[config.mk]
export PLATFORM = sky130hd
export DESIGN_NAME = rx_pkt_ctrl
export DESIGN_NICKNAME = d
export VERILOG_FILES = /design/src/rtl/usb_rx_pkg.sv /design/src/rtl/rx_pkt_ctrl_sync_hunter.sv /design/src/rtl/rx_pkt_ctrl.sv
export SDC_FILE = /design/constraint.sdc
export NUM_CORES = 1
export LEC_CHECK = 0
export CAP_MARGIN = 20
export CORE_UTILIZATION = 60
export DETAILED_ROUTE_END_ITERATION = 10
export PLACE_DENSITY = 0.87
export SYNTH_ARGS = -nofsm -noshare
export SYNTH_HDL_FRONTEND = slang
export SYNTH_SLANG_ARGS = --single-unit
export TNS_END_PERCENT = 5
[constraint.sdc]
create_clock -name clk -period 4.3 [get_ports clk]
set_input_delay 0.86 -clock clk [delete_from_list [all_inputs] [get_ports clk]]
set_output_delay 0.86 -clock clk [all_outputs]
set_load 0.01 [all_outputs]
[src/rtl/usb_rx_pkg.sv]
// usb_rx_pkg: shared constants, expect_type encodings, error codes and FSM states for the USB receive path
package usb_rx_pkg;
  localparam int DATA_BITS = 80;
  localparam int HSHAKE_BITS = 16;
  localparam int TIMEOUT = 255;
  localparam logic [7:0] SYNC_PAT = 8'b0000_0001;
  typedef enum logic [1:0] {EXP_NONE = 2'b00, EXP_HSHAKE = 2'b10, EXP_DATA = 2'b11} expect_e;
  typedef enum logic [2:0] {ERR_OK, ERR_PID, ERR_CRC, ERR_LEN, ERR_TIMEOUT} pkt_err_e;
  typedef enum logic [2:0] {S_IDLE, S_HUNT, S_RECV, S_STREAM, S_DRAIN, S_REPORT} state_e;
endpackage

[src/rtl/rx_pkt_ctrl_sync_hunter.sv]
// sync_hunter: 8-bit valid-qualified shift register that flags SYNC_PAT on the bit completing it
// Ports: clk/rst_n (async active-low), clr empties the register, bit_valid/bit_in shift one bit
//   (first-arrived bit ends up in bit 0), match is combinational on the value being shifted in.
module sync_hunter
  import usb_rx_pkg::*;
(
  input  logic clk,
  input  logic rst_n,
  input  logic clr,
  input  logic bit_valid,
  input  logic bit_in,
  output logic match
);
  logic [7:0] sr, sr_n;
  assign sr_n = {bit_in, sr[7:1]};
  assign match = bit_valid && !clr && sr_n == SYNC_PAT;
  always_ff @(posedge clk or negedge rst_n)
    if (!rst_n) sr <= '0;
    else sr <= clr ? '0 : bit_valid ? sr_n : sr;
endmodule

[src/rtl/rx_pkt_ctrl.sv]
// rx_pkt_ctrl: USB receive sequencer - SYNC hunt, body buffering, gapless replay to decoder, per-packet status
// Ports: clk, rst_n (async active-low); rx_arm/expect_type arm one packet; rx_bit_valid/rx_bit/rx_eop from the
//   unstuffer; start_decode/end_decode/dec_bit form the burst into the decoder; PID_error in, rc_PIDerror ack out;
//   crc_done/crc_ok from the CRC checker; pkt_done/pkt_err status strobe; busy outside IDLE.
// Macro RX_STATS_EN adds stat_good/stat_bad, saturating counts of OK and failed packets.
module rx_pkt_ctrl
  import usb_rx_pkg::*;
(
  input  logic        clk,
  input  logic        rst_n,
  input  logic        rx_arm,
  input  logic [1:0]  expect_type,
  input  logic        rx_bit_valid,
  input  logic        rx_bit,
  input  logic        rx_eop,
  output logic        start_decode,
  output logic        end_decode,
  output logic        dec_bit,
  input  logic        PID_error,
  output logic        rc_PIDerror,
  input  logic        crc_done,
  input  logic        crc_ok,
  output logic        pkt_done,
  output logic [2:0]  pkt_err,
`ifdef RX_STATS_EN
  output logic [15:0] stat_good,
  output logic [15:0] stat_bad,
`endif
  output logic        busy
);
  state_e state;
  logic [6:0] len, cnt, cnt_n;
  logic [7:0] tmo;
  logic [DATA_BITS-1:0] pkt_buf;
  logic pid_seen, crc_seen, crc_good, settle, hunt_match, tmo_hit;
  assign cnt_n = cnt + 7'(rx_bit_valid);
  assign tmo_hit = tmo == 8'(TIMEOUT - 1);
  assign busy = state != S_IDLE;
  sync_hunter u_hunt (
    .clk      (clk),
    .rst_n    (rst_n),
    .clr      (state != S_HUNT),
    .bit_valid(rx_bit_valid),
    .bit_in   (rx_bit),
    .match    (hunt_match)
  );
  always_ff @(posedge clk or negedge rst_n) begin
    if (!rst_n) begin
      state <= S_IDLE;
      len <= '0;
      cnt <= '0;
      tmo <= '0;
      pkt_buf <= '0;
      pid_seen <= 1'b0;
      crc_seen <= 1'b0;
      crc_good <= 1'b0;
      settle <= 1'b0;
      start_decode <= 1'b0;
      end_decode <= 1'b0;
      dec_bit <= 1'b0;
      rc_PIDerror <= 1'b0;
      pkt_done <= 1'b0;
      pkt_err <= '0;
    end else begin
      start_decode <= 1'b0;
      end_decode <= 1'b0;
      dec_bit <= 1'b0;
      rc_PIDerror <= 1'b0;
      pkt_done <= 1'b0;
      pkt_err <= '0;
      case (state)
        S_IDLE:
          if (rx_arm && (expect_type == EXP_HSHAKE || expect_type == EXP_DATA)) begin
            len <= expect_type == EXP_DATA ? 7'(DATA_BITS) : 7'(HSHAKE_BITS);
            tmo <= '0;
            state <= S_HUNT;
          end
        S_HUNT:
          if (rx_eop) begin
            state <= S_REPORT;
            pkt_done <= 1'b1;
            pkt_err <= ERR_LEN;
          end else if (hunt_match) begin
            cnt <= '0;
            state <= S_RECV;
          end else if (tmo_hit) begin
            state <= S_REPORT;
            pkt_done <= 1'b1;
            pkt_err <= ERR_TIMEOUT;
          end else tmo <= tmo + 8'd1;
        S_RECV:
          // a bit landing on a full buffer is overlength; otherwise store first, then judge EOP on the new count
          if (rx_bit_valid && cnt == len) begin
            state <= S_REPORT;
            pkt_done <= 1'b1;
            pkt_err <= ERR_LEN;
          end else begin
            if (rx_bit_valid) pkt_buf[cnt] <= rx_bit;
            cnt <= cnt_n;
            if (rx_eop && cnt_n == len) begin
              start_decode <= 1'b1;
              dec_bit <= pkt_buf[0];
              cnt <= 7'd1;
              state <= S_STREAM;
            end else if (rx_eop) begin
              state <= S_REPORT;
              pkt_done <= 1'b1;
              pkt_err <= ERR_LEN;
            end
          end
        S_STREAM:
          if (cnt == len) begin
            end_decode <= 1'b1;
            tmo <= '0;
            pid_seen <= 1'b0;
            crc_seen <= 1'b0;
            crc_good <= 1'b0;
            settle <= 1'b0;
            state <= S_DRAIN;
          end else begin
            dec_bit <= pkt_buf[cnt];
            cnt <= cnt + 7'd1;
          end
        S_DRAIN: begin
          // PID_error is a level; acknowledge only its first sighting
          if (PID_error && !pid_seen) begin
            pid_seen <= 1'b1;
            rc_PIDerror <= 1'b1;
          end
          // after crc_done, linger two cycles so a late PID verdict still wins
          if (crc_seen) begin
            settle <= 1'b1;
            if (settle) begin
              state <= S_REPORT;
              pkt_done <= 1'b1;
              pkt_err <= (pid_seen || PID_error) ? ERR_PID : crc_good ? ERR_OK : ERR_CRC;
            end
          end else if (crc_done) begin
            crc_seen <= 1'b1;
            crc_good <= crc_ok;
          end else if (tmo_hit) begin
            state <= S_REPORT;
            pkt_done <= 1'b1;
            pkt_err <= ERR_TIMEOUT;
          end else tmo <= tmo + 8'd1;
        end
        S_REPORT: state <= S_IDLE;
        default: state <= S_IDLE;
      endcase
    end
  end
`ifdef RX_STATS_EN
  always_ff @(posedge clk or negedge rst_n) begin
    if (!rst_n) begin
      stat_good <= '0;
      stat_bad <= '0;
    end else if (pkt_done) begin
      if (pkt_err == 3'(ERR_OK) && stat_good != '1) stat_good <= stat_good + 16'd1;
      if (pkt_err != 3'(ERR_OK) && stat_bad != '1) stat_bad <= stat_bad + 16'd1;
    end
  end
`endif
endmodule

==> key figures, run 1 <==
Global routing
  – Vias in the first global route: 5391
  – Largest net degree at the start of global routing: 82
  – Congestion Overflow GR: 0
  – Initial antenna violation count: 0
  – GRT Resource Usage Total: 31.5%
  – Global-route wire length before repair: 27500 µm

Power
  – Sw power: 1150 µW
  – Combinational power share: 23.7%
  – Clock power frac: 38.2%
  – Internal Power: ~2300 µW
  – Overall Power: 3430 µW
  – Worst vdd ir: ~0.35 mV
  – Switching portion of total power: 33.6%
  – Power density over the cells: 463 mW/mm²
  – Leak pwr: 0.00331 µW
  – Seq pwr share: 38.1%

Critical path
  – Kind of critical path: flop to flop
  – CP Launch Type: flop
  – Crit-path max FO: 39
  – Critical path arrival: roughly 3.5 ns
  – Req. time, crit path: 4.66 ns
  – Critical Path End Type: flop

Synth
  – Post-Synth Adder-Cell Area: 1.14%
  – Top FF cell, synth: dfrtp_1
  – Post-synthesis mux area share: a little under a fifth
  – Synth Cell Area: around 0.0066 mm²
  – Mean area per synthesized cell: 10.2 µm²
  – Sequential area share after synthesis: a little under half
  – Synth Area in XOR/XNOR: 1.31%
  – Yosys warns: 0
  – Synth Area in Compound Gates: 12.3%
  – Synthesized Nets: 668
  – FFs w/ async S/R, synth: 100%
  – Simple-Gate Fraction of Synth Area: 18.8%
  – Main combinational cell family by area after synthesis: simple AND/OR/NAND/NOR gates
  – Number of synthesized flops with an enable pin: 0
  – Synth cell types: 67
  – Syn Inst Count: 651
  – Yosys reg bits: 119

Clock network
  – CTS tree: yes
  – Max Root-Sink Buffers: 2
  – TritonCTS Buffers: 17
  – Post-CTS sizing: 0
  – CTS Hold Bufs: 0
  – Clk Latency, worst-skew pair: 0.53 ns
  – Num Clock Sinks: roughly 120
  – H-tree depth: 4
  – CTS clk-pin slew, worst paths: 0.06 ns
  – Clock Tree Root: clkbuf_8
  – Postcts setup bufs: 0

Die
  – Cell Rows: 37
  – Die Y: 107 µm
  – Die Wd: 107 µm
  – DIE AREA: 0.0114 mm²
  – Initial Util: 62.9%
  – I/O pin count: 20
  – Core ar.: between 0.01 and 0.015 mm²

Detailed routing
  – Detailed Route WL: 16800 µm
  – Initial DRC Count: between 700 and 800
  – Post-DRT Antenna Nets: 0
  – Vias: 5364
  – Drt wl/cell: about 21 µm
  – DR pass1 iterations: 6
  – Vias per inst: 6.63
  – DRC: 0

Timing
  – Max-slew headroom at the worst pin: 33.3%
  – Measured slew at the worst slew-check pin: approximately 0.99 ns
  – Final TNS setup: 0 ns
  – Slew Limit Fails: 0
  – Final hold vios: 0
  – Period utilization: roughly three quarters
  – Clock skew: roughly 0.0086 ns
  – Minimum clock period: 3.15 ns
  – Final setup viols: 0
  – RSZ-0062 raised after global routing: no
  – Peak Freq: between 300 and 400 MHz

Finish
  – Final non-filler cell total: 809
  – Area grow syn2layout: 12.2%
  – Ant. Diodes: 0
  – Share of cells above drive strength 1: 19.5%
  – Most frequent cells in the layout: dfrtp_1 (119), nor2_1 (84), nand2_1 (74), mux2_2 (73), mux2i_1 (26)
  – Most common cell after layout, fill and taps aside: dfrtp_1
  – Final net count: 679
  – Post-route cell area: 0.00741 mm²

Outcome
  – Outcome: completed

Place
  – DP Cell Count: 779
  – Dpl hpwl: 10700 µm
  – Final RePlAce weighted congestion: around 0.92
  – Cell Area, Placed: 0.00687 mm²
  – I/O Buffers: 19

Job
  – Max-cap violation count: 0

Hold path
  – Worst hold path class: input pin to async pin
## synthesized netlist by cell type (all sizes together), types with 5 or more instances
library cell,n,area (µm²)
a21oi,20,100
a221oi,7,61.3
a22oi,10,75.1
a31oi,6,67.6
and3,9,56.3
buf,16,83.8
clkbuf,19,71.3
dfrtp,119,2980
ha,6,75.1
inv,8,30.0
mux2,85,957
mux2i,26,260
nand2,74,278
nand3,22,110
nor2,88,395
nor2b,7,43.8
nor3,15,80.1
o21ai,21,105
o221ai,5,43.8
o22ai,9,56.3
or3,5,31.3
xnor2,5,51.3
## cell families (layout without fill, tap and decap cells)
group                      after synthesis  after routing
and+or+nand+nor                        253            253
DFF                                    119            119
muxes                                  111            111
AOI/OAI and AO/OA                      108            108
buffers and inverters                   45             67
xor gates and xnor gates                 9              9
adders and majority gates                6              6
## path summary, 6_finish.rpt
| check | from | endpoint | slack [ns] | cells past startpoint |
|---|---|---|---|---|
| worst max-delay path | cnt[0] | cnt[4] | 1.15 | 9 |
| worst min-delay path | rst_n | tmo[6] | 0.45 | 1 |
| worst max register to register | cnt[0] | cnt[4] | 1.15 | 9 |
| worst min register to register | tmo[7] | tmo[7] | 0.48 | 1 |
| max in group asynchronous | rst_n | cnt[0] | 2.95 | 2 |
| min in group clk | tmo[7] | tmo[7] | 0.48 | 1 |
## final cells by class
cell class	count	area, µm²
Clock buffer	22	473
Inverter	10	37.5
Sequential cell	119	2980
Multi-Input combinational cell	487	3440
Fill cell	737	3100
Timing Repair Buffer	27	243
Clock inverter	8	73.8
Tap cell	136	170
## per-layer routing
metal / vias up / part of all wire (%) / track usage [%] / wire, µm
met1: 2583 / 40 / 41.0 / 6760
met4: 0 / 2.5 / 12.5 / 419
met2: 343 / 48 / 49.8 / 8030
met5: - / 0 / 0 / 0
li1: 2379 / - / - / -
met3: 59 / 9.6 / 9.00 / 1620
## critical path, stage by stage (launching register included)
cell      delay [ns]
dfrtp_1         0.35
buf_4           0.47
ha_1            0.31
ha_1            0.24
nand3_1         0.19
xor2_1          0.20
nor3_1          0.32
nand4_1         0.36
a311oi_1        0.40
a22oi_1         0.14
## power by group through the flow
stage / clock, µW / combinational [µW] / sequential, µW
finish: 1310 / 813 / 1310
global route: 1380 / 882 / 1320
CTS: 1320 / 798 / 1300
detailed placement: 0 / 778 / 1320
global placement: 0 / 756 / 1320
floorplan: 0 / 644 / 1240
## per-stage QoR
stage               setup WS, ns  hold WS (ns)  utilization [%]
global route               0.961         0.499             70.5
finish                      1.15         0.448             70.5
floorplan                   1.52         0.439                -
detailed placement         0.743         0.472             65.3
CTS                         1.21         0.472             70.5
global placement           0.846         0.464             65.3
## state kept, by name (all words and copies together) (netlist names), 2 cells and up
signal / cells
cnt: 7
state: 3
pkt_err: 3
pkt_buf: 80
u_hunt.sr: 7
len: 2
tmo: 8
Power figures use the tool's default switching activity.
==> inputs of run 2 (changes only) <==
- clock period: 4.3 -> 3.1 ns (I/O delays scaled with it)
==> run 2 against run 1 <==
Net effect: global-route usage grew 1.3 points; register-to-register slack lost 0.82 ns; via count grew 1.6%; sequential cell count did not move; clock power grew 47%; largest cell class unchanged; clock skew about the same; sequential power up 34%; cell area is 1.9% higher.
==> key figures, run 2 (same netlist as run 1, synthesis figures left out) <==
Timing
  – Clock skew: 0.00898 ns (+0.000350 ns)
  – Max-slew headroom at the worst pin: 40.4% (+7.1 points)
  – Final hold vios: 0 (unchanged)
  – Minimum clock period: 2.82 ns
  – Period utilization: 90.9%
  – Final setup viols: 0 (unchanged)
  – RSZ-0062 raised after global routing: no
  – Peak Freq: 355 MHz
  – Final TNS setup: 0 ns (unchanged)
  – Slew Limit Fails: 0 (unchanged)
  – Measured slew at the worst slew-check pin: 0.882 ns (-0.104 ns)
  – Final WS setup: 0.281 ns (-0.868 ns)

Power
  – Power density over the cells: 651 mW/mm² (+41%)
  – Worst vdd ir: 0.532 mV (+53%)
  – Leak pwr: 0.00339 µW (+2.4%)

Die
  – I/O pin count: 20 (unchanged)
  – Initial Util: 62.9% (unchanged)
  – DIE AREA: 0.0114 mm² (unchanged)
  – Die Wd: 107 µm (unchanged)
  – Die Y: 107 µm (unchanged)
  – Core ar.: 0.0105 mm² (unchanged)
  – Cell Rows: 37 (unchanged)

Critical path
  – Critical path arrival: 2.20 ns (-1.31 ns)
  – Worst path cell trace: buf_4 -> nor2_1 -> nand2_1 -> clkdlybuf4s50_1
  – Crit-path max FO: 10 (-74%)
  – Critical Path Max Stage Delay: 0.51 ns (+0.04 ns)
  – Critical path's top delay family: buffers and inverters
  – CP Launch Type: flop
  – Worst path bufs/invs: 2 (+1)
  – Req. time, crit path: 2.48 ns (-2.18 ns)
  – CP max stage cell: dfrtp_1
  – Kind of critical path: flop to output pin
  – Critical Path End Type: output pin

Finish
  – Final net count: 692 (+1.9%)
  – Largest register FFs: 80 (unchanged)
  – Most common cell after layout, fill and taps aside: dfrtp_1
  – Ant. Diodes: 0 (unchanged)
  – Share of cells above drive strength 1: 21.1% (+1.6 points)
  – Regs by FF count: pkt_buf: 80 flops, tmo: 8 flops
  – Most frequent cells in the layout: dfrtp_1 (119), nor2_1 (84), nand2_1 (74), mux2_2 (73), mux2i_1 (26)
  – Largest reg by FF count: pkt_buf
  – Area grow syn2layout: 14.3%
  – Fillers: 736 (-0.14%)

Clock network
  – Postcts setup bufs: 0 (unchanged)
  – Post-CTS sizing: 0 (unchanged)
  – Clock Tree Root: clkbuf_8
  – Num Clock Sinks: 119 (unchanged)
  – Max Root-Sink Buffers: 2 (unchanged)
  – H-tree depth: 4 (unchanged)
  – CTS Hold Bufs: 0 (unchanged)
  – TritonCTS Buffers: 17 (unchanged)
  – CTS tree: yes
  – Clk Latency, worst-skew pair: 0.54 ns (about the same)
  – CTS clk-pin slew, worst paths: 0.06 ns (about the same)

Global routing
  – Initial antenna violation count: 0 (unchanged)
  – GRT Resource Usage Total: 32.8% (+1.3 points)
  – Largest net degree at the start of global routing: 82 (unchanged)
  – Congestion Overflow GR: 0 (unchanged)
  – Global-route wire length before repair: 28200 µm (+2.6%)
  – Vias in the first global route: 5556 (+3.1%)

Job
  – Max-cap violation count: 0 (unchanged)

Place
  – Dpl hpwl: 11500 µm (+7.3%)
  – Pre-CTS WS: 0.00757 ns (-0.736 ns)
  – I/O Buffers: 19 (unchanged)
  – Final RePlAce weighted congestion: 0.927 (+1.3%)

Detailed routing
  – Detailed Route WL: 17400 µm (+3.3%)
  – Vias per inst: 6.61 (-0.26%)
  – Initial DRC Count: 505 (-31%)
  – Post-DRT Antenna Nets: 0 (unchanged)
  – DRC: 0 (unchanged)
  – Vias: 5449 (+1.6%)
  – Drt wl/cell: 21.1 µm (+1.4%)
  – DR pass1 iterations: 5 (-1)

Outcome
  – Outcome: completed

Hold path
  – Worst hold path class: input pin to async pin
==> run 2: changes by cell type in the layout (fill, tap and decap cells not counted), sizes merged <==
cell	previous run	this run
clkinv	7	8
buf	10	23
inv	8	9
bufinv	1	3
clkbuf	22	19
clkinvlp	2	3
==> run 2: final cells by class <==
cell class | instances | area [µm²] | area share, %
clock buffer | 19 | 422 | 5.58
tap | 136 | 170 | 2.25
multi-input combinational | 487 | 3440 | 45.5
clock inverter | 13 | 155 | 2.05
sequential | 119 | 2980 | 39.4
inverter | 10 | 37.5 | 0.497
timing repair buffer | 40 | 353 | 4.67
==> run 2: metal layers <==
layer | track usage (%) | vias to the layer above | wire length, µm
met3 | 9.30 | 58 | 1470
met1 | 39.5 | 2701 | 6810
met5 | 0 | - | 0
li1 | - | 2402 | -
met4 | 15.9 | 0 | 535
met2 | 54.1 | 288 | 8580
==> run 2: through the flow <==
step           instances  power [µW]  cell area, µm²  hold WS, ns  utilization (%)
2_1_floorplan        651        2620            6610        0.324                -
3_3_place_gp         792        2900            6980        0.464             66.4
3_5_place_dp         792        2960            6980        0.479             66.4
4_1_cts              824        4900            7550        0.148             71.9
5_1_grt              824        5110            7550        0.174             71.9
6_report             824        4920            7550        0.141             71.9
==> run 2: worst paths after layout <==
check / startpoint / endpoint / cells after the start / slack, ns
hold / removal: rst_n / pkt_done / 1 / 0.14
max in group asynchronous: rst_n / pkt_buf[55] / 2 / 2.12
setup / recovery: state[0] / busy / 4 / 0.28
min in group clk: pkt_buf[47] / pkt_buf[47] / 1 / 0.49
hold reg to reg: pkt_buf[47] / pkt_buf[47] / 1 / 0.49
setup reg to reg: cnt[1] / pkt_buf[21] / 9 / 0.33
==> run 2: power by group <==
group,internal [µW],switching [µW]
Clock,1220,712
Sequential,1640,113
Combinational,420,815
